`config.mk`:
```
export PLATFORM = sky130hd
export DESIGN_NAME = axil_timeout_flat
export DESIGN_NICKNAME = d
export VERILOG_FILES = /design/src/rtl/axil_timeout_if.sv /design/src/rtl/axil_timeout.sv /design/src/flat_wrapper.sv
export SDC_FILE = /design/constraint.sdc
export NUM_CORES = 1
export LEC_CHECK = 0
export BUFFER_PORTS_ARGS = -buffer_cell sky130_fd_sc_hd__buf_2
export CAP_MARGIN = 0
export CORE_ASPECT_RATIO = 1.1
export CORE_UTILIZATION = 48
export DETAILED_ROUTE_END_ITERATION = 10
export PLACE_DENSITY_LB_ADDON = 0.12
export SKIP_CTS_REPAIR_TIMING = 1
export SYNTH_ARGS = -nofsm -noshare
export SYNTH_HDL_FRONTEND = slang
export SYNTH_SLANG_ARGS = --single-unit
export TNS_END_PERCENT = 5
```
`constraint.sdc`:
```
create_clock -name clk -period 8.5 [get_ports clk]
set_input_delay 2.125 -clock clk [delete_from_list [all_inputs] [get_ports clk]]
set_output_delay 2.125 -clock clk [all_outputs]
set_load 0.005 [all_outputs]
```
`src/rtl/axil_timeout_if.sv`:
```
`default_nettype none
// ============================================================================
// Module   : axil_timeout_if
// Brief    : AXI4-Lite channel bundle with master/slave modports.
// Revision : 1.0
// ============================================================================
interface axil_timeout_if #(
    parameter int ADDR_WIDTH = 32,
    parameter int DATA_WIDTH = 32,
    parameter int STRB_WIDTH = DATA_WIDTH / 8
);
    logic [ADDR_WIDTH-1:0] awaddr;
    logic [2:0]            awprot;
    logic                  awvalid;
    logic                  awready;
    logic [DATA_WIDTH-1:0] wdata;
    logic [STRB_WIDTH-1:0] wstrb;
    logic                  wvalid;
    logic                  wready;
    logic [1:0]            bresp;
    logic                  bvalid;
    logic                  bready;
    logic [ADDR_WIDTH-1:0] araddr;
    logic [2:0]            arprot;
    logic                  arvalid;
    logic                  arready;
    logic [DATA_WIDTH-1:0] rdata;
    logic [1:0]            rresp;
    logic                  rvalid;
    logic                  rready;

    modport master (
        output awaddr, awprot, awvalid, input awready,
        output wdata, wstrb, wvalid, input wready,
        input  bresp, bvalid, output bready,
        output araddr, arprot, arvalid, input arready,
        input  rdata, rresp, rvalid, output rready
    );

    modport slave (
        input  awaddr, awprot, awvalid, output awready,
        input  wdata, wstrb, wvalid, output wready,
        output bresp, bvalid, input bready,
        input  araddr, arprot, arvalid, output arready,
        output rdata, rresp, rvalid, input rready
    );
endinterface
`default_nettype wire

```
`src/rtl/axil_timeout.sv`:
```
`default_nettype none
// ============================================================================
// Module   : axil_timeout
// Brief    : AXI4-Lite timeout guard; answers SLVERR when the downstream side
//            stalls and drains the late transaction. Optional timeout pulses
//            enabled by AXIL_TIMEOUT_STATUS_EN.
// Revision : 1.0
// ============================================================================
module axil_timeout #(
    parameter int ADDR_WIDTH = 32,
    parameter int DATA_WIDTH = 32,
    parameter int STRB_WIDTH = DATA_WIDTH / 8,
    parameter int TIMEOUT    = 1024
) (
    input  wire            clk,
    input  wire            rst,
    axil_timeout_if.slave  s_axil,
    axil_timeout_if.master m_axil
`ifdef AXIL_TIMEOUT_STATUS_EN
    ,
    output logic           timeout_wr,
    output logic           timeout_rd
`endif
);
    localparam int CNT_W = $clog2(TIMEOUT);
    localparam logic [CNT_W-1:0] c_CNT_LAST = CNT_W'(TIMEOUT - 1);

    localparam logic [2:0] c_ST_IDLE  = 3'd0;
    localparam logic [2:0] c_ST_REQ   = 3'd1;
    localparam logic [2:0] c_ST_RESP  = 3'd2;
    localparam logic [2:0] c_ST_ACK   = 3'd3;
    localparam logic [2:0] c_ST_FLUSH = 3'd4;

    // ------------------------------------------------------------------ write
    logic [2:0]            r_wr_state;
    logic [ADDR_WIDTH-1:0] r_awaddr;
    logic [2:0]            r_awprot;
    logic [DATA_WIDTH-1:0] r_wdata;
    logic [STRB_WIDTH-1:0] r_wstrb;
    logic                  r_aw_done;
    logic                  r_w_done;
    logic                  r_b_done;
    logic [1:0]            r_bresp;
    logic [CNT_W-1:0]      r_wr_cnt;

    logic w_wr_accept, w_m_awvalid, w_m_wvalid, w_m_bready;
    logic w_aw_hs, w_w_hs, w_b_hs;
    logic w_aw_done, w_w_done, w_b_done, w_wr_timing, w_wr_expire;

    // Ready is gated with rst so nothing is accepted while reset is held.
    assign w_wr_accept = (r_wr_state == c_ST_IDLE) && !rst && s_axil.awvalid && s_axil.wvalid;
    assign w_m_awvalid = (r_wr_state != c_ST_IDLE) && !r_aw_done;
    assign w_m_wvalid  = (r_wr_state != c_ST_IDLE) && !r_w_done;
    assign w_m_bready  = ((r_wr_state == c_ST_RESP) || (r_wr_state == c_ST_ACK) ||
                          (r_wr_state == c_ST_FLUSH)) && !r_b_done;

    assign w_aw_hs   = w_m_awvalid && m_axil.awready;
    assign w_w_hs    = w_m_wvalid && m_axil.wready;
    assign w_b_hs    = w_m_bready && m_axil.bvalid;
    assign w_aw_done = r_aw_done || w_aw_hs;
    assign w_w_done  = r_w_done || w_w_hs;
    assign w_b_done  = r_b_done || w_b_hs;

    assign w_wr_timing = (r_wr_state == c_ST_REQ) || (r_wr_state == c_ST_RESP);
    // A real response in the final cycle takes priority over the timeout.
    assign w_wr_expire = w_wr_timing && (r_wr_cnt == c_CNT_LAST) && !w_b_hs;

    assign s_axil.awready = w_wr_accept;
    assign s_axil.wready  = w_wr_accept;
    assign s_axil.bvalid  = (r_wr_state == c_ST_ACK);
    assign s_axil.bresp   = r_bresp;
    assign m_axil.awaddr  = r_awaddr;
    assign m_axil.awprot  = r_awprot;
    assign m_axil.awvalid = w_m_awvalid;
    assign m_axil.wdata   = r_wdata;
    assign m_axil.wstrb   = r_wstrb;
    assign m_axil.wvalid  = w_m_wvalid;
    assign m_axil.bready  = w_m_bready;

    always_ff @(posedge clk or posedge rst) begin
        if (rst) begin
            r_wr_state <= c_ST_IDLE;
            r_awaddr   <= '0;
            r_awprot   <= '0;
            r_wdata    <= '0;
            r_wstrb    <= '0;
            r_aw_done  <= 1'b0;
            r_w_done   <= 1'b0;
            r_b_done   <= 1'b0;
            r_bresp    <= 2'b00;
            r_wr_cnt   <= '0;
        end else begin
            if (r_wr_state != c_ST_IDLE) begin
                r_aw_done <= w_aw_done;
                r_w_done  <= w_w_done;
                r_b_done  <= w_b_done;
            end
            if (w_wr_timing && (r_wr_cnt != c_CNT_LAST)) begin
                r_wr_cnt <= r_wr_cnt + 1'b1;
            end
            case (r_wr_state)
                c_ST_IDLE: begin
                    if (w_wr_accept) begin
                        r_awaddr   <= s_axil.awaddr;
                        r_awprot   <= s_axil.awprot;
                        r_wdata    <= s_axil.wdata;
                        r_wstrb    <= s_axil.wstrb;
                        r_aw_done  <= 1'b0;
                        r_w_done   <= 1'b0;
                        r_b_done   <= 1'b0;
                        r_wr_cnt   <= '0;
                        r_wr_state <= c_ST_REQ;
                    end
                end
                c_ST_REQ: begin
                    if (w_wr_expire) begin
                        r_bresp    <= 2'b10;
                        r_wr_state <= c_ST_ACK;
                    end else if (w_aw_done && w_w_done) begin
                        r_wr_state <= c_ST_RESP;
                    end
                end
                c_ST_RESP: begin
                    if (w_b_hs) begin
                        r_bresp    <= m_axil.bresp;
                        r_wr_state <= c_ST_ACK;
                    end else if (w_wr_expire) begin
                        r_bresp    <= 2'b10;
                        r_wr_state <= c_ST_ACK;
                    end
                end
                c_ST_ACK: begin
                    if (s_axil.bready) begin
                        r_wr_state <= (w_aw_done && w_w_done && w_b_done) ? c_ST_IDLE : c_ST_FLUSH;
                    end
                end
                c_ST_FLUSH: begin
                    if (w_aw_done && w_w_done && w_b_done) begin
                        r_wr_state <= c_ST_IDLE;
                    end
                end
                default: r_wr_state <= c_ST_IDLE;
            endcase
        end
    end

    // ------------------------------------------------------------------- read
    logic [2:0]            r_rd_state;
    logic [ADDR_WIDTH-1:0] r_araddr;
    logic [2:0]            r_arprot;
    logic                  r_ar_done;
    logic                  r_r_done;
    logic [1:0]            r_rresp;
    logic [DATA_WIDTH-1:0] r_rdata;
    logic [CNT_W-1:0]      r_rd_cnt;

    logic w_rd_accept, w_m_arvalid, w_m_rready, w_ar_hs, w_r_hs;
    logic w_ar_done, w_r_done, w_rd_timing, w_rd_expire;

    assign w_rd_accept = (r_rd_state == c_ST_IDLE) && !rst && s_axil.arvalid;
    assign w_m_arvalid = (r_rd_state != c_ST_IDLE) && !r_ar_done;
    assign w_m_rready  = ((r_rd_state == c_ST_RESP) || (r_rd_state == c_ST_ACK) ||
                          (r_rd_state == c_ST_FLUSH)) && !r_r_done;

    assign w_ar_hs   = w_m_arvalid && m_axil.arready;
    assign w_r_hs    = w_m_rready && m_axil.rvalid;
    assign w_ar_done = r_ar_done || w_ar_hs;
    assign w_r_done  = r_r_done || w_r_hs;

    assign w_rd_timing = (r_rd_state == c_ST_REQ) || (r_rd_state == c_ST_RESP);
    assign w_rd_expire = w_rd_timing && (r_rd_cnt == c_CNT_LAST) && !w_r_hs;

    assign s_axil.arready = w_rd_accept;
    assign s_axil.rvalid  = (r_rd_state == c_ST_ACK);
    assign s_axil.rresp   = r_rresp;
    assign s_axil.rdata   = r_rdata;
    assign m_axil.araddr  = r_araddr;
    assign m_axil.arprot  = r_arprot;
    assign m_axil.arvalid = w_m_arvalid;
    assign m_axil.rready  = w_m_rready;

    always_ff @(posedge clk or posedge rst) begin
        if (rst) begin
            r_rd_state <= c_ST_IDLE;
            r_araddr   <= '0;
            r_arprot   <= '0;
            r_ar_done  <= 1'b0;
            r_r_done   <= 1'b0;
            r_rresp    <= 2'b00;
            r_rdata    <= '0;
            r_rd_cnt   <= '0;
        end else begin
            if (r_rd_state != c_ST_IDLE) begin
                r_ar_done <= w_ar_done;
                r_r_done  <= w_r_done;
            end
            if (w_rd_timing && (r_rd_cnt != c_CNT_LAST)) begin
                r_rd_cnt <= r_rd_cnt + 1'b1;
            end
            case (r_rd_state)
                c_ST_IDLE: begin
                    if (w_rd_accept) begin
                        r_araddr   <= s_axil.araddr;
                        r_arprot   <= s_axil.arprot;
                        r_ar_done  <= 1'b0;
                        r_r_done   <= 1'b0;
                        r_rd_cnt   <= '0;
                        r_rd_state <= c_ST_REQ;
                    end
                end
                c_ST_REQ: begin
                    if (w_rd_expire) begin
                        r_rresp    <= 2'b10;
                        r_rdata    <= '0;
                        r_rd_state <= c_ST_ACK;
                    end else if (w_ar_done) begin
                        r_rd_state <= c_ST_RESP;
                    end
                end
                c_ST_RESP: begin
                    if (w_r_hs) begin
                        r_rresp    <= m_axil.rresp;
                        r_rdata    <= m_axil.rdata;
                        r_rd_state <= c_ST_ACK;
                    end else if (w_rd_expire) begin
                        r_rresp    <= 2'b10;
                        r_rdata    <= '0;
                        r_rd_state <= c_ST_ACK;
                    end
                end
                c_ST_ACK: begin
                    if (s_axil.rready) begin
                        r_rd_state <= (w_ar_done && w_r_done) ? c_ST_IDLE : c_ST_FLUSH;
                    end
                end
                c_ST_FLUSH: begin
                    if (w_ar_done && w_r_done) begin
                        r_rd_state <= c_ST_IDLE;
                    end
                end
                default: r_rd_state <= c_ST_IDLE;
            endcase
        end
    end

`ifdef AXIL_TIMEOUT_STATUS_EN
    // Pulses line up with the first ACK cycle of a timed-out transaction.
    logic r_wr_to;
    logic r_rd_to;

    always_ff @(posedge clk or posedge rst) begin
        if (rst) begin
            r_wr_to <= 1'b0;
            r_rd_to <= 1'b0;
        end else begin
            r_wr_to <= w_wr_expire;
            r_rd_to <= w_rd_expire;
        end
    end

    assign timeout_wr = r_wr_to;
    assign timeout_rd = r_rd_to;
`endif
endmodule
`default_nettype wire

```
`src/flat_wrapper.sv`:
```
// flat-port wrapper written by rule: the top's interface ports become plain ports
module axil_timeout_flat 
#(
    parameter int ADDR_WIDTH = 32,
    parameter int DATA_WIDTH = 32,
    parameter int STRB_WIDTH = DATA_WIDTH / 8,
    parameter int TIMEOUT    = 1024
)
  (clk, rst, s_axil_awaddr, s_axil_awprot, s_axil_awvalid, s_axil_awready, s_axil_wdata, s_axil_wstrb, s_axil_wvalid, s_axil_wready, s_axil_bresp, s_axil_bvalid, s_axil_bready, s_axil_araddr, s_axil_arprot, s_axil_arvalid, s_axil_arready, s_axil_rdata, s_axil_rresp, s_axil_rvalid, s_axil_rready, m_axil_awaddr, m_axil_awprot, m_axil_awvalid, m_axil_awready, m_axil_wdata, m_axil_wstrb, m_axil_wvalid, m_axil_wready, m_axil_bresp, m_axil_bvalid, m_axil_bready, m_axil_araddr, m_axil_arprot, m_axil_arvalid, m_axil_arready, m_axil_rdata, m_axil_rresp, m_axil_rvalid, m_axil_rready);
  axil_timeout_if #(.ADDR_WIDTH(ADDR_WIDTH), .DATA_WIDTH(DATA_WIDTH), .STRB_WIDTH(STRB_WIDTH)) s_axil_i ();
  axil_timeout_if #(.ADDR_WIDTH(ADDR_WIDTH), .DATA_WIDTH(DATA_WIDTH), .STRB_WIDTH(STRB_WIDTH)) m_axil_i ();
  input  wire clk;
  input  wire rst;
  input wire logic [$bits(s_axil_i.awaddr)-1:0] s_axil_awaddr;
  input wire logic [$bits(s_axil_i.awprot)-1:0] s_axil_awprot;
  input wire logic [$bits(s_axil_i.awvalid)-1:0] s_axil_awvalid;
  output wire logic [$bits(s_axil_i.awready)-1:0] s_axil_awready;
  input wire logic [$bits(s_axil_i.wdata)-1:0] s_axil_wdata;
  input wire logic [$bits(s_axil_i.wstrb)-1:0] s_axil_wstrb;
  input wire logic [$bits(s_axil_i.wvalid)-1:0] s_axil_wvalid;
  output wire logic [$bits(s_axil_i.wready)-1:0] s_axil_wready;
  output wire logic [$bits(s_axil_i.bresp)-1:0] s_axil_bresp;
  output wire logic [$bits(s_axil_i.bvalid)-1:0] s_axil_bvalid;
  input wire logic [$bits(s_axil_i.bready)-1:0] s_axil_bready;
  input wire logic [$bits(s_axil_i.araddr)-1:0] s_axil_araddr;
  input wire logic [$bits(s_axil_i.arprot)-1:0] s_axil_arprot;
  input wire logic [$bits(s_axil_i.arvalid)-1:0] s_axil_arvalid;
  output wire logic [$bits(s_axil_i.arready)-1:0] s_axil_arready;
  output wire logic [$bits(s_axil_i.rdata)-1:0] s_axil_rdata;
  output wire logic [$bits(s_axil_i.rresp)-1:0] s_axil_rresp;
  output wire logic [$bits(s_axil_i.rvalid)-1:0] s_axil_rvalid;
  input wire logic [$bits(s_axil_i.rready)-1:0] s_axil_rready;
  output wire logic [$bits(m_axil_i.awaddr)-1:0] m_axil_awaddr;
  output wire logic [$bits(m_axil_i.awprot)-1:0] m_axil_awprot;
  output wire logic [$bits(m_axil_i.awvalid)-1:0] m_axil_awvalid;
  input wire logic [$bits(m_axil_i.awready)-1:0] m_axil_awready;
  output wire logic [$bits(m_axil_i.wdata)-1:0] m_axil_wdata;
  output wire logic [$bits(m_axil_i.wstrb)-1:0] m_axil_wstrb;
  output wire logic [$bits(m_axil_i.wvalid)-1:0] m_axil_wvalid;
  input wire logic [$bits(m_axil_i.wready)-1:0] m_axil_wready;
  input wire logic [$bits(m_axil_i.bresp)-1:0] m_axil_bresp;
  input wire logic [$bits(m_axil_i.bvalid)-1:0] m_axil_bvalid;
  output wire logic [$bits(m_axil_i.bready)-1:0] m_axil_bready;
  output wire logic [$bits(m_axil_i.araddr)-1:0] m_axil_araddr;
  output wire logic [$bits(m_axil_i.arprot)-1:0] m_axil_arprot;
  output wire logic [$bits(m_axil_i.arvalid)-1:0] m_axil_arvalid;
  input wire logic [$bits(m_axil_i.arready)-1:0] m_axil_arready;
  input wire logic [$bits(m_axil_i.rdata)-1:0] m_axil_rdata;
  input wire logic [$bits(m_axil_i.rresp)-1:0] m_axil_rresp;
  input wire logic [$bits(m_axil_i.rvalid)-1:0] m_axil_rvalid;
  output wire logic [$bits(m_axil_i.rready)-1:0] m_axil_rready;
  assign s_axil_i.awaddr = s_axil_awaddr;
  assign s_axil_i.awprot = s_axil_awprot;
  assign s_axil_i.awvalid = s_axil_awvalid;
  assign s_axil_awready = s_axil_i.awready;
  assign s_axil_i.wdata = s_axil_wdata;
  assign s_axil_i.wstrb = s_axil_wstrb;
  assign s_axil_i.wvalid = s_axil_wvalid;
  assign s_axil_wready = s_axil_i.wready;
  assign s_axil_bresp = s_axil_i.bresp;
  assign s_axil_bvalid = s_axil_i.bvalid;
  assign s_axil_i.bready = s_axil_bready;
  assign s_axil_i.araddr = s_axil_araddr;
  assign s_axil_i.arprot = s_axil_arprot;
  assign s_axil_i.arvalid = s_axil_arvalid;
  assign s_axil_arready = s_axil_i.arready;
  assign s_axil_rdata = s_axil_i.rdata;
  assign s_axil_rresp = s_axil_i.rresp;
  assign s_axil_rvalid = s_axil_i.rvalid;
  assign s_axil_i.rready = s_axil_rready;
  assign m_axil_awaddr = m_axil_i.awaddr;
  assign m_axil_awprot = m_axil_i.awprot;
  assign m_axil_awvalid = m_axil_i.awvalid;
  assign m_axil_i.awready = m_axil_awready;
  assign m_axil_wdata = m_axil_i.wdata;
  assign m_axil_wstrb = m_axil_i.wstrb;
  assign m_axil_wvalid = m_axil_i.wvalid;
  assign m_axil_i.wready = m_axil_wready;
  assign m_axil_i.bresp = m_axil_bresp;
  assign m_axil_i.bvalid = m_axil_bvalid;
  assign m_axil_bready = m_axil_i.bready;
  assign m_axil_araddr = m_axil_i.araddr;
  assign m_axil_arprot = m_axil_i.arprot;
  assign m_axil_arvalid = m_axil_i.arvalid;
  assign m_axil_i.arready = m_axil_arready;
  assign m_axil_i.rdata = m_axil_rdata;
  assign m_axil_i.rresp = m_axil_rresp;
  assign m_axil_i.rvalid = m_axil_rvalid;
  assign m_axil_rready = m_axil_i.rready;
  axil_timeout #(.ADDR_WIDTH(ADDR_WIDTH), .DATA_WIDTH(DATA_WIDTH), .STRB_WIDTH(STRB_WIDTH), .TIMEOUT(TIMEOUT)) u_core (.clk(clk), .rst(rst), .s_axil(s_axil_i), .m_axil(m_axil_i));
endmodule
```
# --- After elaboration in Yosys (flattened, before gate mapping) ---
# Cells that the tools add are included.
totals:
  input_bits: 154
  wordCells: 143
  register_bits: 173
  output_inout_bits: 152
classes:
  eq_ne: 22
  muxes: 48
  addsub: 2
  n_reduce_logical: 53
ops:
  columns: ["operator", "count"]
  rows:
  - ["$mux W32", 2]
  - ["$pmux W32 S2", 1]
  - ["$mux W10", 6]
  - ["$mux W3", 16]
  - ["$pmux W3 S5", 2]
  - ["$logic_and A1 B1 Y1", 24]
  - ["$add A10 B1 Y10 const B", 2]
  - ["$eq A10 B10 Y1 const B", 2]
  - ["$ne A10 B10 Y1 const B", 2]
  - ["$mux W1", 15]
  - ["$eq A3 B2 Y1 const B", 4]
  - ["$logic_or A1 B1 Y1", 11]
  - ["$reduce_and A5 Y1", 2]
  - ["$ne A3 B1 Y1 const B", 3]
  - ["$logic_not A1 Y1", 8]
  - ["$mux W2", 4]
  - ["$ne A2 B2 Y1 const B", 4]
  - ["$pmux W2 S2", 2]
  - ["$eq A3 B1 Y1 const B", 2]
  - ["$eq A3 B3 Y1 const B", 2]
  - ["$logic_not A3 Y1", 2]
  - ["$reduce_bool A3 Y1", 2]
  - ["$ne A2 B1 Y1 const B", 2]
  - ["$reduce_and A2 Y1", 2]
  - ["other kinds (2)", 3]

# --- Logic depth before layout (Yosys ltp) ---
# Gate-level depths: netlist of run 1.
depth:
  depth_word: 10
  mapped_depth: 9
  ltp_nobuf: 5

# --- Least setup slack after synthesis of run 1 ---
# OpenSTA, ideal clock, no wires.
synth_path:
  kind: "input -> output"
  startpoint: "input port rst"
  endpoint: "output port s_axil_wready"
  t_required_ps: 6375
  setup_slack_ps: 3348
  arrival_ps: 3027
  cell_stages: 6
  n_path_buf: 3
  path_cell_list: "nand3b_1 or2_1 clkbuf_1 inv_2 buf_2 buf_4"
synth_between:
  elab_chain_cells: 4
synth_lines:
  columns: ["element", "line_no", "rtl"]
  rows:
  - ["from (decl)", "flat_wrapper.sv:13", "input wire rst;"]
  - ["$logic_not A1 Y1", "axil_timeout.sv:51", "assign w_wr_accept = (r_wr_state == c_ST_IDLE) && !rst && s_axil.awvalid && s_axil.wvalid;"]
  - ["$logic_and A1 B1 Y1 (3 in series)", "axil_timeout.sv:51", null]
  - ["to (decl)", "flat_wrapper.sv:21", "output wire logic [$bits(s_axil_i.wready)-1:0] s_axil_wready;"]
# No other way between the ends.

# --- Worst setup path in the final report of run 1 ---
# Ends and elaborated chain as after synthesis.

==> reports/results.ini, run 1 <==
[floorplanning]
core_area_mm2=0.0147
io-pin-count=306
floorplan.die_area_mm2=0.0157
die_height_um=132
floorplan.initialDensity_pct=49.9
fp-row-count=46
die_width_um=120

[detailed_routing]
num_vias=6431
avgViaCountPerCell=4.94
drt_iter0_markers=443
first_drt_pass_iteration_count=4
wirelength_mm=18.4
remaining_antenna_violation_count_after_routing=0
drc=0
routedWlPerCell_um=14.2

[timing]
finalCriticalPeriod_ns=6.06
finalClockSkew_ns=0.00803
max_slew.worst_pin.slew_ns=0.983
fin_crit_sh_pct=71.3
timing.slew.headroom_pct=34.5
hold_viol=0
maximum_frequency_from_static_timing_analysis_mhz=165
setup_viol_count_final=0
slew_viol_final=0
worst_hold_margin_ns=0.467
grt_setup_unrepaired=no
fin_tns_setup_ns=0

[critical_path]
end_kind=output port
worstSetupStartpointType=primary input
timing.critical_path.required_ns=6.38
r2r_cell_count=7
timing.reg2reg.setup_slack_ns=5.49
rr_endpoint=u_core.r_wr_cnt[8]
timing.rr.start=u_core.r_wr_state[0]
cp_data_arrival_time_ns=3.94
worst_setup_path_class=in2out
path_max_fanout=77

[logic_synthesis]
synth_edf_count=0
yosysUniqueCellTypes=46
synth_cells=811
synth_most_common_cell=sky130_fd_sc_hd__nand2_1
synth.largest_area_cell=sky130_fd_sc_hd__dfrtp_1
synth.avg_cell_area_um2=9.02
post_synth_most_frequent_cells=339 x sky130_fd_sc_hd__nand2_1, 173 x sky130_fd_sc_hd__dfrtp_1, 41 x sky130_fd_sc_hd__o21ai_0, 39 x sky130_fd_sc_hd__inv_1, 35 x sky130_fd_sc_hd__a22oi_1
synthFlopType=sky130_fd_sc_hd__dfrtp_1
syn_area_mm2=0.00732
yosys_register_bits=173
total_number_of_yosys_warnings=0
asyncSetResetFlopFracSynth_pct=100
synth_largest_type_area_fraction_pct=59.2
synth_fp_nets=967
yosysSeqAreaShare_pct=59.2
synthTopCellsByArea=sky130_fd_sc_hd__dfrtp_1 59%, sky130_fd_sc_hd__nand2_1 17%, sky130_fd_sc_hd__a22oi_1 3.6%

[clocking]
cts.root.buffer_cell=sky130_fd_sc_hd__clkbuf_16
cts_made_buffers=17
htree_levels=4
clk-insertion-delay-late_ns=0.43
tritoncts=yes
cts_buffer_depth=2
sinks_on_the_clock_net=173
clk_transition_reported_paths_ns=0.06

[outcome]
outcome=finished, final reports clean

[global_route]
gr-total-overflow=0
first_global_vias=6253
first_pass_grt_wire_length_mm=30.6
antenna_violations_before_repair=2
grt_max_degree=93
grt_total_usage_pct=24.5

[min_path]
min_to=u_core.m_axil.araddr[8]
hold_path_class=reg2reg
hold_path_depth=2
hp-start=u_core.m_axil.araddr[8]

[power_and_ir_drop]
p_leak_nw=5.21
vdd_drop_max_uv=167
powerDensity_mw_per_mm2=346
design_power_total_mw=3.31

[cells_and_area]
finalNetCount=1251
finalNonFillerCells=1301
layout-drive-gt1-share_pct=31.6
fillerInstances=1300
flow.area_growth_from_synthesis_pct=31.0
design_area_mm2=0.00958

[run]
drv.max_cap_violation_count=0

[placement]
hpwl_mm=12.9
io_buf_count=305
placed_cells=1268
place_area_mm2=0.00894
place.gp.congestion=0.784

## worst max-delay path, cell delays in order
cell and delay (ns):
sky130_fd_sc_hd__buf_2 0.13, sky130_fd_sc_hd__nand3b_1 0.25, sky130_fd_sc_hd__or2_2 0.31, sky130_fd_sc_hd__buf_4 0.34, sky130_fd_sc_hd__inv_2 0.52, sky130_fd_sc_hd__buf_2 0.24
## area by class of cell
cell class | instances | area, um^2 | area share [%]
sequential | 173 | 4330 | 45.2
multi-input combinational | 549 | 2630 | 27.4
timing repair buffer | 313 | 1590 | 16.6
clock buffer | 19 | 453 | 4.73
tap | 192 | 240 | 2.51
clock inverter | 13 | 186 | 1.95
inverter | 41 | 159 | 1.66
antenna | 1 | 2.50 | 0.0261
## worst max path at each step
stage,startpoint,to,slack [ns],cells after the start
4_1_cts,rst,s_axil_wready,2.39,6
6_report,rst,s_axil_wready,2.44,6
5_1_grt,rst,s_axil_wready,2.27,6
3_5_place_dp,rst,s_axil_wready,2.39,6
3_3_place_gp,rst,s_axil_wready,2.36,6
2_1_floorplan,rst,u_core.m_axil.araddr[0],1.69,1
## sequential cells by signal (all words and copies together) (netlist names)
name and cells:
u_core.m_axil.araddr 32, u_core.m_axil.awaddr 32, u_core.m_axil.wdata 32, u_core.s_axil.rdata 32
u_core.r_rd_cnt 10, u_core.r_wr_cnt 10, u_core.m_axil.wstrb 4, u_core.m_axil.arprot 3
u_core.m_axil.awprot 3, u_core.r_rd_state 3, u_core.r_wr_state 3, u_core.s_axil.bresp 2
u_core.s_axil.rresp 2, u_core.r_ar_done 1, u_core.r_aw_done 1, u_core.r_b_done 1
u_core.r_r_done 1, u_core.r_w_done 1
## report_power, final
part           switching (mW)  leakage, nW  internal, mW
registers               0.247         2.17          1.19
logic                   0.560         2.74         0.484
clock network           0.323        0.302         0.509
total                    1.13         5.21          2.19
## per-layer routing
metal	global-route usage (%)	part of all wire (%)
met5	0	0.076
met3	7.07	6.7
met2	40.0	49
met1	30.4	41
met4	10.1	2.7
## kinds of logic (layout without fill, tap and decap cells)
| family | Yosys count | in the layout | share of synthesized area [%] |
|---|---|---|---|
| multiplexers | 7 | 7 | 1.13 |
| flip-flops | 173 | 173 | 59.2 |
| other | 0 | 1 | 0 |
| adder cells (fa/ha/maj) | 2 | 2 | 0.342 |
| XOR/XNOR | 3 | 3 | 0.359 |
| AO/OA/AOI/OAI | 123 | 123 | 10.7 |
| buffers and inverters | 89 | 386 | 5.03 |
| AND/OR/NAND/NOR | 414 | 414 | 23.3 |
## metrics by stage
step / util [%] / setup slack (ns)
finish: 65.3 / 2.44
global route: 65.3 / 2.27
CTS: 65.3 / 2.39
detailed placement: 60.9 / 2.39
global placement: 60.9 / 2.36
floorplan: - / 1.69
## layout by cell type (no fill, tap or decap), types with 6 or more instances in the layout
cell type                   synthesis  final
sky130_fd_sc_hd__a22oi_1           35     35
sky130_fd_sc_hd__nand2_1          339    339
sky130_fd_sc_hd__o21ai_0           41     40
sky130_fd_sc_hd__buf_4              3      8
sky130_fd_sc_hd__nor3_1             7      7
sky130_fd_sc_hd__inv_1             39     38
sky130_fd_sc_hd__nand3_1            9      9
sky130_fd_sc_hd__dfrtp_1          173    173
sky130_fd_sc_hd__or3_1              7      7
sky130_fd_sc_hd__mux2i_1            6      6
sky130_fd_sc_hd__nor2b_1            7      7
sky130_fd_sc_hd__clkbuf_16          0     17
sky130_fd_sc_hd__o31ai_1            8      8
sky130_fd_sc_hd__buf_2             18    305
sky130_fd_sc_hd__nor2_1            16     16
sky130_fd_sc_hd__a21oi_1           18     18
sky130_fd_sc_hd__and3_1             6      6
Note: power is estimated with default switching activity, not from simulation.
==> run 2, diff against run 1 <==
--- a/config.mk
+++ b/config.mk
@@ -8,7 +8,7 @@
 export BUFFER_PORTS_ARGS = -buffer_cell sky130_fd_sc_hd__buf_2
 export CAP_MARGIN = 0
 export CORE_ASPECT_RATIO = 1.1
-export CORE_UTILIZATION = 48
+export CORE_UTILIZATION = 43
 export DETAILED_ROUTE_END_ITERATION = 10
 export PLACE_DENSITY_LB_ADDON = 0.12
 export SKIP_CTS_REPAIR_TIMING = 1
==> constraint.sdc (replaced) <==
create_clock -name clk -period 4.9 [get_ports clk]
set_input_delay 1.225 -clock clk [delete_from_list [all_inputs] [get_ports clk]]
set_output_delay 1.225 -clock clk [all_outputs]
set_load 0.005 [all_outputs]
==> run 2 against run 1 <==
Against the previous run: combinational power grew 74%; critical path depth is the same; core utilization shrank 6.9 points; global-route usage shrank 3.0 points; sequential share of layout area shrank 0.21 points; setup slack lost 0.94 ns; final area grew 0.47%; critical path type unchanged; highest routed layer is now met4.
==> reports/results.ini, run 2 (same netlist as run 1, synthesis figures left out) <==
[power_and_ir_drop]
p_leak_nw=5.22  ; +0.23%
vdd_drop_max_uv=279  ; +67%
powerDensity_mw_per_mm2=596  ; +72%

[cells_and_area]
mostFrequentLayoutCell=sky130_fd_sc_hd__nand2_1
flow.area_growth_from_synthesis_pct=31.6
finalNetCount=1253  ; +0.16%
finish.utilization_pct=58.4  ; -6.9 points
mostFrequentLayoutCells=339 x sky130_fd_sc_hd__nand2_1, 305 x sky130_fd_sc_hd__buf_2, 173 x sky130_fd_sc_hd__dfrtp_1
finalNonFillerCells=1314  ; +1.0%
layout-drive-gt1-share_pct=31.6  ; +0.033 points
diodes=0  ; -1

[clocking]
cts_buffer_depth=2  ; unchanged
htree_levels=4  ; unchanged
cts.root.buffer_cell=sky130_fd_sc_hd__clkbuf_16
sinks_on_the_clock_net=173  ; unchanged
clk-insertion-delay-late_ns=0.42  ; about the same
clk_transition_reported_paths_ns=0.06  ; about the same
tritoncts=yes
cts_made_buffers=17  ; unchanged

[floorplanning]
fp-row-count=49  ; +6.5%
die_height_um=139  ; +5.6%
core_area_mm2=0.0165  ; +12%
floorplan.die_area_mm2=0.0175  ; +11%
io-pin-count=306  ; unchanged
die_width_um=126  ; +5.6%
floorplan.initialDensity_pct=44.4  ; -5.5 points

[timing]
worst_hold_margin_ns=0.467  ; -0.000388 ns
finalClockSkew_ns=0.00942  ; +0.00139 ns
slew_viol_final=0  ; unchanged
finalCriticalPeriod_ns=3.40
timing.slew.headroom_pct=46.8  ; +12 points
grt_setup_unrepaired=no
hold_viol=0  ; unchanged
setup_viol_count_final=0  ; unchanged
max_slew.worst_pin.slew_ns=0.798  ; -0.184 ns
final_critical_path_setup_slack_ns=1.50  ; -0.937 ns
maximum_frequency_from_static_timing_analysis_mhz=294
fin_tns_setup_ns=0  ; unchanged
fin_crit_sh_pct=69.4

[placement]
preCtsSetupSlack_ns=1.49  ; -0.904 ns
io_buf_count=305  ; unchanged
placed_cells=1282  ; +1.1%
place.gp.congestion=0.771  ; -1.6%
hpwl_mm=12.9  ; about the same

[global_route]
grt_max_degree=81  ; -13%
first_pass_grt_wire_length_mm=29.9  ; -2.2%
antenna_violations_before_repair=0  ; -2
first_global_vias=5978  ; -4.4%
gr-total-overflow=0  ; unchanged
grt_total_usage_pct=21.6  ; -3.0 points

[critical_path]
worstSetupStartpointType=primary input
endpoint=s_axil_arready
crit_start=s_axil_arvalid
worst_setup_path_class=in2out
path_max_fanout=40  ; -48%
rr_endpoint=u_core.r_rd_cnt[9]
timing.reg2reg.setup_slack_ns=2.71  ; -2.78 ns
timing.critical_path.required_ns=3.67  ; -2.71 ns
end_kind=output port
timing.rr.start=u_core.r_rd_cnt[0]
cp_data_arrival_time_ns=2.18  ; -1.76 ns
r2r_cell_count=5  ; -2

[detailed_routing]
avgViaCountPerCell=4.87  ; -1.5%
routedWlPerCell_um=14.1  ; -0.67%
first_drt_pass_iteration_count=4  ; unchanged
num_vias=6397  ; -0.53%
remaining_antenna_violation_count_after_routing=0  ; unchanged
wirelength_mm=18.5  ; +0.33%
drc=0  ; unchanged
drt_iter0_markers=277  ; -37%

[min_path]
hold_path_depth=2  ; unchanged
hold_path_class=reg2reg

[run]
drv.max_cap_violation_count=0  ; unchanged

[outcome]
outcome=finished, final reports clean

run 2: changes by cell type in the layout (fill, tap and decap cells not counted), sizes merged:
cell	delta
buf	+2
clkbuf	-1
clkinv	-2
diode	-1
inv	+3
run 2: worst max-delay path, stage by stage:
cell and delay, ns:
sky130_fd_sc_hd__buf_2 0.09, sky130_fd_sc_hd__nor2b_1 0.13, sky130_fd_sc_hd__nand2_1 0.06, sky130_fd_sc_hd__buf_4 0.38, sky130_fd_sc_hd__clkinv_1 0.14, sky130_fd_sc_hd__buf_2 0.15
run 2: metal layers:
| metal | wire, um | track usage [%] | part of all wire (%) |
|---|---|---|---|
| met1 | 7990 | 27.1 | 43 |
| met5 | 0 | 0 | 0 |
| met2 | 8860 | 35.2 | 48 |
| met3 | 1340 | 6.56 | 7.2 |
| met4 | 312 | 7.74 | 1.7 |
run 2: power by group:
part | switching, mW | internal [mW]
sequential | 0.417 | 2.07
combinational | 0.966 | 0.844
clock | 0.581 | 0.865
total | 1.96 | 3.78
run 2: final cells by class:
type                    instances  area, um^2
well taps                     204         255
clock buffers                  18         429
inverters                      41         158
flip-flops and latches        173        4330
repair buffers                315        1630
clock inverters                14         204
multi-input cells             549        2630
fillers                      1523        6860
run 2: how the worst min path moves through the flow:
stage,start,end,slack (ns)
2_1_floorplan,u_core.r_rd_cnt[5],u_core.r_rd_cnt[5],0.46
3_3_place_gp,u_core.m_axil.wdata[30],u_core.m_axil.wdata[30],0.45
3_5_place_dp,u_core.m_axil.araddr[4],u_core.m_axil.araddr[4],0.46
4_1_cts,u_core.m_axil.awaddr[19],u_core.m_axil.awaddr[19],0.47
5_1_grt,u_core.m_axil.araddr[3],u_core.m_axil.araddr[3],0.49
6_report,u_core.m_axil.awaddr[19],u_core.m_axil.awaddr[19],0.47
run 2: per-stage QoR:
| step | total power [mW] | cell area (um^2) |
|---|---|---|
| 2_1_floorplan | 3.44 | 7320 |
| 3_5_place_dp | 4.34 | 9000 |
| 3_3_place_gp | 4.30 | 9000 |
| 5_1_grt | 6.19 | 9630 |
| 6_report | 5.74 | 9630 |
| 4_1_cts | 5.82 | 9630 |
==> run 3, diff against run 2 <==
==> constraint.sdc (replaced) <==
create_clock -name clk -period 2.85 [get_ports clk]
set_input_delay 0.7125 -clock clk [delete_from_list [all_inputs] [get_ports clk]]
set_output_delay 0.7125 -clock clk [all_outputs]
set_load 0.005 [all_outputs]
==> run 3 against run 2 <==
Against the previous run: sequential power grew 71%; global-route usage shrank 0.31 points; core utilization shrank 0.23 points; final area shrank 0.39%; sequential share of layout area grew 0.18 points; sequential cell count is the same; non-clock buffer count grew 3; power grew 69%; count of clock-buffer cells in the layout is the same; critical path depth shrank 2; critical endpoint is now m_axil_rready; highest routed layer unchanged.
==> reports/results.ini, run 3 (same netlist as run 1, synthesis figures left out) <==
[min_path]
hold_path_depth=2  ; unchanged
hold_path_class=reg2reg
min_to=u_core.m_axil.wdata[1]
hp-start=u_core.m_axil.wdata[1]

[critical_path]
worstSetupStartpointType=register
worst_path_dominant_cell_family=flip-flops
rr_endpoint=u_core.r_rd_cnt[9]
timing.rr.start=u_core.r_rd_cnt[0]
end_kind=output port
cp_data_arrival_time_ns=1.83  ; -0.35 ns
path_max_fanout=36  ; -10%
worst_setup_path_class=reg2out
timing.reg2reg.setup_slack_ns=0.63  ; -2.08 ns
cpPeakStageDelay_ns=0.54  ; +0.16 ns
path_cells=buf_4 > a21o_1 > nor2b_1 > buf_2
cp.depth=4  ; -2
timing.critical_path.required_ns=2.14  ; -1.53 ns
worst-path-buf-inv=2  ; -2
r2r_cell_count=5  ; unchanged
crit_path_top_delay_cell=sky130_fd_sc_hd__dfrtp_1

[detailed_routing]
drt_iter0_markers=319  ; +15%
first_drt_pass_iteration_count=5  ; +1
avgViaCountPerCell=4.88  ; +0.16%
routedWlPerCell_um=14.1  ; about the same
num_vias=6422  ; +0.39%
wirelength_mm=18.6  ; +0.29%
drc=0  ; unchanged
remaining_antenna_violation_count_after_routing=0  ; unchanged

[clocking]
cts_made_buffers=17  ; unchanged
htree_levels=4  ; unchanged
cts.root.buffer_cell=sky130_fd_sc_hd__clkbuf_16
cts_buffer_depth=2  ; unchanged
clk_transition_reported_paths_ns=0.07  ; about the same
sinks_on_the_clock_net=173  ; unchanged
clk-insertion-delay-late_ns=0.41  ; about the same
tritoncts=yes

[run]
drv.max_cap_violation_count=0  ; unchanged

[floorplanning]
io-pin-count=306  ; unchanged
die_width_um=126  ; unchanged
floorplan.die_area_mm2=0.0175  ; unchanged
core_area_mm2=0.0165  ; unchanged
die_height_um=139  ; unchanged
floorplan.initialDensity_pct=44.4  ; unchanged
fp-row-count=49  ; unchanged

[placement]
hpwl_mm=13.0  ; +0.79%
place.gp.congestion=0.794  ; +3.0%
io_buf_count=305  ; unchanged

[global_route]
grt_total_usage_pct=21.3  ; -0.31 points
first_pass_grt_wire_length_mm=29.7  ; -0.86%
first_global_vias=5987  ; +0.15%
gr-total-overflow=0  ; unchanged
grt_max_degree=120  ; +48%
antenna_violations_before_repair=0  ; unchanged

[timing]
worst_hold_margin_ns=0.465  ; -0.00201 ns
slew_viol_final=0  ; unchanged
grt_setup_unrepaired=no
timing.slew.headroom_pct=44.5  ; -2.3 points
fin_crit_sh_pct=89.2
finalCriticalPeriod_ns=2.54
finalClockSkew_ns=0.0106  ; +0.00117 ns
hold_viol=0  ; unchanged
max_slew.worst_pin.slew_ns=0.832  ; +0.0340 ns
fin_tns_setup_ns=0  ; unchanged
setup_viol_count_final=0  ; unchanged
maximum_frequency_from_static_timing_analysis_mhz=393

[cells_and_area]
finalNetCount=1256  ; +0.24%
mostFrequentLayoutCell=sky130_fd_sc_hd__nand2_1
finish.utilization_pct=58.2  ; -0.23 points
mostFrequentLayoutCells=339 x sky130_fd_sc_hd__nand2_1, 305 x sky130_fd_sc_hd__buf_2, 173 x sky130_fd_sc_hd__dfrtp_1
diodes=0  ; unchanged
flow.area_growth_from_synthesis_pct=31.1
layout-drive-gt1-share_pct=31.8  ; +0.18 points

[power_and_ir_drop]
seq_power_share_pct=43.7  ; +0.4 points
switching_share_pct=34.7  ; +0.50 points
p_leak_nw=5.22  ; about the same
p_int_mw=6.32  ; +67%
vdd_drop_max_uv=448  ; +61%
power.net_switching_mw=3.36  ; +71%
power_frac_clock_pct=23.4  ; -1.8 points
powerDensity_mw_per_mm2=1010  ; +69%
comb_power_share_pct=33.0  ; +1.5 points

[outcome]
outcome=finished, final reports clean

## run 3: worst max-delay path by stage
| stage | slack, ns | endpoint | from |
|---|---|---|---|
| floorplan | -0.07 | u_core.m_axil.araddr[0] | rst |
| global placement | 0.53 | s_axil_awready | rst |
| finish | 0.31 | m_axil_rready | u_core.r_rd_state[2] |
| CTS | 0.27 | m_axil_rready | u_core.r_rd_state[2] |
| detailed placement | 0.51 | s_axil_awready | rst |
| global route | 0.18 | m_axil_rready | u_core.r_rd_state[2] |
## run 3: routing by layer
layer	up-vias	share of wire (%)	track usage (%)
li1	3218	-	-
met1	2982	43	26.5
met2	205	48	35.4
met3	17	7.2	6.40
met4	0	1.3	6.72
met5	-	0	0
## run 3: layout make-up
class / count / area, um^2
fill: 1536 / 6900
sequential: 173 / 4330
multi-input combinational: 549 / 2630
timing repair buffer: 318 / 1650
clock buffer: 18 / 429
tap: 204 / 255
inverter: 41 / 158
clock inverter: 14 / 144
## run 3: power groups by stage
stage               Sequential, mW  Combinational, mW  Clock, mW
finish                        4.23               3.19       2.26
global placement              4.24               3.19          0
detailed placement            4.25               3.26          0
CTS                           4.24               3.26       2.33
floorplan                     4.30               1.61          0
global route                  4.38               3.64       2.43
## run 3: per-stage QoR
step | instances | area (um^2) | power (mW) | setup slack, ns
floorplan | 811 | 7320 | 5.91 | -0.0732
global placement | 1285 | 9020 | 7.42 | 0.528
detailed placement | 1285 | 9020 | 7.51 | 0.509
CTS | 1317 | 9590 | 9.82 | 0.274
global route | 1317 | 9590 | 10.4 | 0.183
finish | 1317 | 9590 | 9.69 | 0.309
## run 3: worst register-to-register path, delay by kind of cell (launching register included)
kind	cells	cell delay, ns
AND/OR/NAND/NOR	2	0.78
AO/OA/AOI/OAI	2	0.70
adder cells (fa/ha/maj)	1	0.26
flip-flops	1	0.41
